### src/rtl/uart_rx.sv
// 8N1 UART receiver: two-flop synchroniser, mid-bit sampling FSM and
// one-entry valid/ready holding register with frame-error and overrun flags.
module uart_rx #(
    parameter int CLKS_PER_BIT = 10417,
    parameter int CNT_W        = 16
) (
    input  logic       clk,
    input  logic       rst,
    input  logic       rx,
    output logic [7:0] rx_data,
    output logic       rx_valid,
    input  logic       rx_ready,
    output logic       frame_err,
    output logic       overrun,
    output logic       busy
);

    typedef enum logic [2:0] {
        IDLE,
        START,
        DATA,
        STOP,
        WAIT_IDLE
    } state_t;

    localparam logic [CNT_W-1:0] HALF_TC = CNT_W'(CLKS_PER_BIT / 2 - 1);
    localparam logic [CNT_W-1:0] BIT_TC  = CNT_W'(CLKS_PER_BIT - 1);

    state_t           state, state_n;
    logic [CNT_W-1:0] cnt, cnt_n;
    logic [2:0]       bit_idx, bit_n;
    logic [7:0]       shift, shift_n;
    logic             s1, rx_s;
    logic             good, bad;
    logic             take, load, ovr;

    // Line idles high, so the synchroniser resets to 1 to avoid a false start.
    always_ff @(posedge clk or negedge rst) begin
        if (!rst) begin
            s1   <= 1'b1;
            rx_s <= 1'b1;
        end else begin
            s1   <= rx;
            rx_s <= s1;
        end
    end

    always_ff @(posedge clk or negedge rst) begin
        if (!rst) begin
            state   <= IDLE;
            cnt     <= '0;
            bit_idx <= '0;
            shift   <= '0;
        end else begin
            state   <= state_n;
            cnt     <= cnt_n;
            bit_idx <= bit_n;
            shift   <= shift_n;
        end
    end

    always_comb begin
        state_n = state;
        cnt_n   = cnt + CNT_W'(1);
        bit_n   = bit_idx;
        shift_n = shift;
        good    = 1'b0;
        bad     = 1'b0;
        unique case (state)
            IDLE: begin
                cnt_n = '0;
                if (!rx_s) state_n = START;
            end
            START: begin
                if (cnt == HALF_TC) begin
                    cnt_n = '0;
                    if (!rx_s) begin
                        state_n = DATA;
                        bit_n   = '0;
                    end else begin
                        state_n = IDLE;
                    end
                end
            end
            DATA: begin
                if (cnt == BIT_TC) begin
                    cnt_n            = '0;
                    shift_n[bit_idx] = rx_s;
                    if (bit_idx == 3'd7) state_n = STOP;
                    else bit_n = bit_idx + 3'd1;
                end
            end
            STOP: begin
                if (cnt == BIT_TC) begin
                    cnt_n = '0;
                    if (rx_s) begin
                        good    = 1'b1;
                        state_n = IDLE;
                    end else begin
                        bad     = 1'b1;
                        state_n = WAIT_IDLE;
                    end
                end
            end
            WAIT_IDLE: begin
                cnt_n = '0;
                if (rx_s) state_n = IDLE;
            end
            default: begin
                cnt_n   = '0;
                state_n = IDLE;
            end
        endcase
    end

    // A new byte may load into a register that is being drained this edge.
    assign take = rx_valid & rx_ready;
    assign load = good & (~rx_valid | rx_ready);
    assign ovr  = good & rx_valid & ~rx_ready;

    always_ff @(posedge clk or negedge rst) begin
        if (!rst) begin
            rx_data   <= 8'h00;
            rx_valid  <= 1'b0;
            frame_err <= 1'b0;
            overrun   <= 1'b0;
        end else begin
            rx_valid  <= load | (rx_valid & ~take);
            frame_err <= bad;
            if (load) rx_data <= shift;
            if (ovr) overrun <= 1'b1;
        end
    end

    assign busy = (state != IDLE);

endmodule
### config.mk
export PLATFORM = sky130hd
export DESIGN_NAME = uart_rx
export DESIGN_NICKNAME = d
export VERILOG_FILES = /design/src/rtl/uart_rx.sv
export SDC_FILE = /design/constraint.sdc
export NUM_CORES = 1
export LEC_CHECK = 0
export ABC_CLOCK_PERIOD_IN_PS = 3800
export CORE_MARGIN = 2
export CORE_UTILIZATION = 45
export CTS_BUF_LIST = sky130_fd_sc_hd__clkbuf_8
export CTS_CLUSTER_DIAMETER = 120
export DETAILED_ROUTE_END_ITERATION = 10
export PLACE_DENSITY = 0.76
export SLEW_MARGIN = 30
export SYNTH_ARGS = -nofsm -noshare
export SYNTH_HDL_FRONTEND = slang
export SYNTH_SLANG_ARGS = --single-unit
### constraint.sdc
create_clock -name clk -period 3.8 [get_ports clk]
set_input_delay 0.57 -clock clk [delete_from_list [all_inputs] [get_ports clk]]
set_output_delay 0.57 -clock clk [all_outputs]
set_load 0.1 [all_outputs]
==> key figures <==
Detailed routing
  – Antenna viol nets, final: 0
  – WL final: 3.510 mm
  – Met3 routed WL: 152 um
  – DRC: 0
  – Top routing layer used: met4
  – First drt pass iteration count: 4
  – Met2 wire len: 1.668 mm
  – Met1 WL: 1.672 mm
  – Routed via count: 1438
  – Vias per inst: approximately 5.6
  – Initial DRC Count: between 90 and 100
  – WL/cell: 13.71 um

Final layout
  – Total Nets Final: 209
  – Area added between synthesis and finish: 13.92%
  – Layout cell share with drive strength beyond 1: 0.1485
  – # fillers: 411
  – Util after Layout: 0.5243
  – Final cell count without fillers: 256
  – Multi-input gate area: 993.5 um2
  – Post-route cell area: 0.002427 mm2
  – Register area: 0.001079 mm2
  – N_diodes: 0

CTS
  – CTS tree: done
  – Clk Latency, worst-skew pair: 0.29 ns
  – Max H-tree Level: 2
  – Hold_buf cts: 0
  – CTS sink count: 43
  – Post-CTS setup buffers: 0
  – CTS clk-pin slew, worst paths: 0.08 ns
  – Post-CTS sizing: 0
  – Clk buf depth: 2
  – Total CTS buffers: 5
  – CTS root buf: clkbuf_8

Place
  – Hpwl dp: 2.439 mm
  – Place WS: 1.415 ns
  – Placed insts: 248
  – Port Buf Inserts: 15
  – RePlAce Congestion: 0.7977
  – Placed inst area: 0.002307 mm2

Logic synthesis
  – Async S/R FF share, synth: 1.000
  – FF+latch count, synth: 43
  – Sequential area share after synthesis: 0.5062
  – Syn Inst Count: 186
  – Syn Std Cell Area: 0.002131 mm2
  – Syn Area/Cell: 11.46 um2
  – Synthesized Nets: 194
  – Syn. warnings: 0
  – Synth unique cells: 49
  – Area contributors post-synth: dfrtp_1 (48%), mux2_2 (5.8%), xnor2_1 (3.3%)
  – Leading area contributor after synthesis: dfrtp_1
  – Most used DFF post-synth: dfrtp_1
  – Area share of the largest cell type after synthesis: 0.4815
  – Post-synth EDFFs: 0

Timing
  – Crit path time final: between 2 and 3 ns
  – Max Clock Freq: 372.2 MHz
  – Slew headroom: 0.3471
  – Pins Over Slew Limit: 0
  – Worst-Margin Slew: around 1 ns
  – Final hold violation count: 0
  – Setup WS post-layout: ~1.1 ns
  – Total Neg Setup Slack: 0 ns
  – Setup violators final: 0
  – Final Hold Slack: 0.2512 ns
  – RSZ-0062 raised after global routing: no
  – Final Skew: 0.006921 ns
  – Post-route clock period utilization: 0.7069

Setup path
  – Critical Path End Type: output port
  – Maximum fanout along the worst path: 10
  – Worst reg2reg startpoint: cnt[0]
  – Critical Path RT: 3.23 ns
  – Cell depth of the worst flop-to-flop path: 6
  – Startpoint type of the worst setup path: flop
  – WP data arrival: 2.12 ns
  – Worst r2r dst: state[0]
  – Critical path class: flop to output port
  – Flop-to-flop setup slack: 1.42 ns

Floorplan
  – Row count: 25
  – Die Y: ~73 um
  – Die width: 72.81 um
  – Core area: 0.004629 mm2
  – # IOs: 16
  – Die area: 0.005301 mm2
  – Initial Util: 0.4603

GRT
  – Largest net degree at the start of global routing: 44
  – GRT Overall Usage: 0.1479
  – Initial antenna violation count: 0
  – Grt total ovfl: 0
  – First-pass GRT wire length: 6.120 mm
  – Vias in the first global route: 1347

Power and ir drop
  – Tot Pwr: 0.8324 mW
  – Pwr per Cell Area: 342.9 mW/mm2
  – Worst VDD drop: roughly 240 uV
  – Leak: 1.036 nW

Outcome
  – Outcome: finished clean

Hold path
  – Hold WC Path Type: primary input to asynchronous set/reset pin

Flow run
  – Max Cap Viol: 0
## synth_stat cells, drive strengths merged (3+ instances only)
master and number:
mux2 17, a21oi 4, xnor2 8, buf 3, ha 4, nor4 9, nor3 8, nor2b 3
nand3 6, nand2 7, nand2b 5, inv 6, xor2 4, clkbuf 4, nor3b 3, dfrtp 41
and4bb 3, nand4 6, nor2 16
## critical path, cell delays in order, from the launching register on
cell             delay (ns)
dfrtp_1                0.47
or3_1                  0.39
clkdlybuf4s50_1        0.97
## worst max path at each step
stage                     startpoint       end  slack [ns]  cells past startpoint
after global routing        state[1]      busy        1.06                      2
after floorplan               cnt[0]  shift[1]        1.93                      7
after CTS                   state[1]      busy        1.10                      2
after global placement      state[1]      busy        1.44                      2
final                       state[1]      busy        1.11                      2
after detailed placement      cnt[0]  state[0]        1.41                      6
## power by group
group | internal [mW] | switching (mW) | leakage [nW]
clock network | 0.212 | 0.146 | 0.0612
registers | 0.459 | 0.00224 | 0.574
logic | 0.00372 | 0.00915 | 0.401
## layout make-up
type                       count  share of cell area
sequential                    43              0.4443
timing repair buffer          15             0.06082
inverter                       6            0.009278
tap                           54             0.02784
multi-input combinational    130              0.4093
clock buffer                   6             0.03402
clock inverter                 2             0.01443
## sequential cells by signal, summed over array words and instances (netlist names)
name	count
rx_s	1
bit_idx	3
s1	1
frame_err	1
cnt	16
rx_valid	1
shift	8
state	3
overrun	1
rx_data	8
## placed cells by master (no fill, tap or decap), types with 3 or more instances in the layout
cell             instances
dfrtp_1                 41
nor2_1                  16
clkdlybuf4s50_1         14
mux2_2                  11
nor4_1                   9
xnor2_1                  8
nand2_1                  7
nor3_1                   7
inv_1                    6
nand3_1                  6
mux2_1                   6
clkbuf_8                 6
nand4_1                  5
nand2b_1                 5
a21oi_1                  4
xor2_1                   4
ha_1                     4
nor2b_1                  3
## metal layers
metal | vias up | global-route usage
met4 | 0 | 0.04321
met2 | 31 | 0.2323
met3 | 2 | 0.04972
li1 | 703 | -
met1 | 702 | 0.1955
met5 | - | 0
## logic make-up (layout without fill, tap and decap cells)
kind of cell               count (synthesis)  in the layout  synth area share
xor gates and xnor gates                  12             12           0.04932
AOI/OAI and AO/OA                         17             17           0.06224
and+or+nand+nor                           80             80            0.2414
DFF                                       43             43            0.5062
buffers and inverters                     13             29           0.02760
muxes                                     17             17           0.08984
adders and majority gates                  4              4           0.02349
Power figures use the tool's default switching activity.
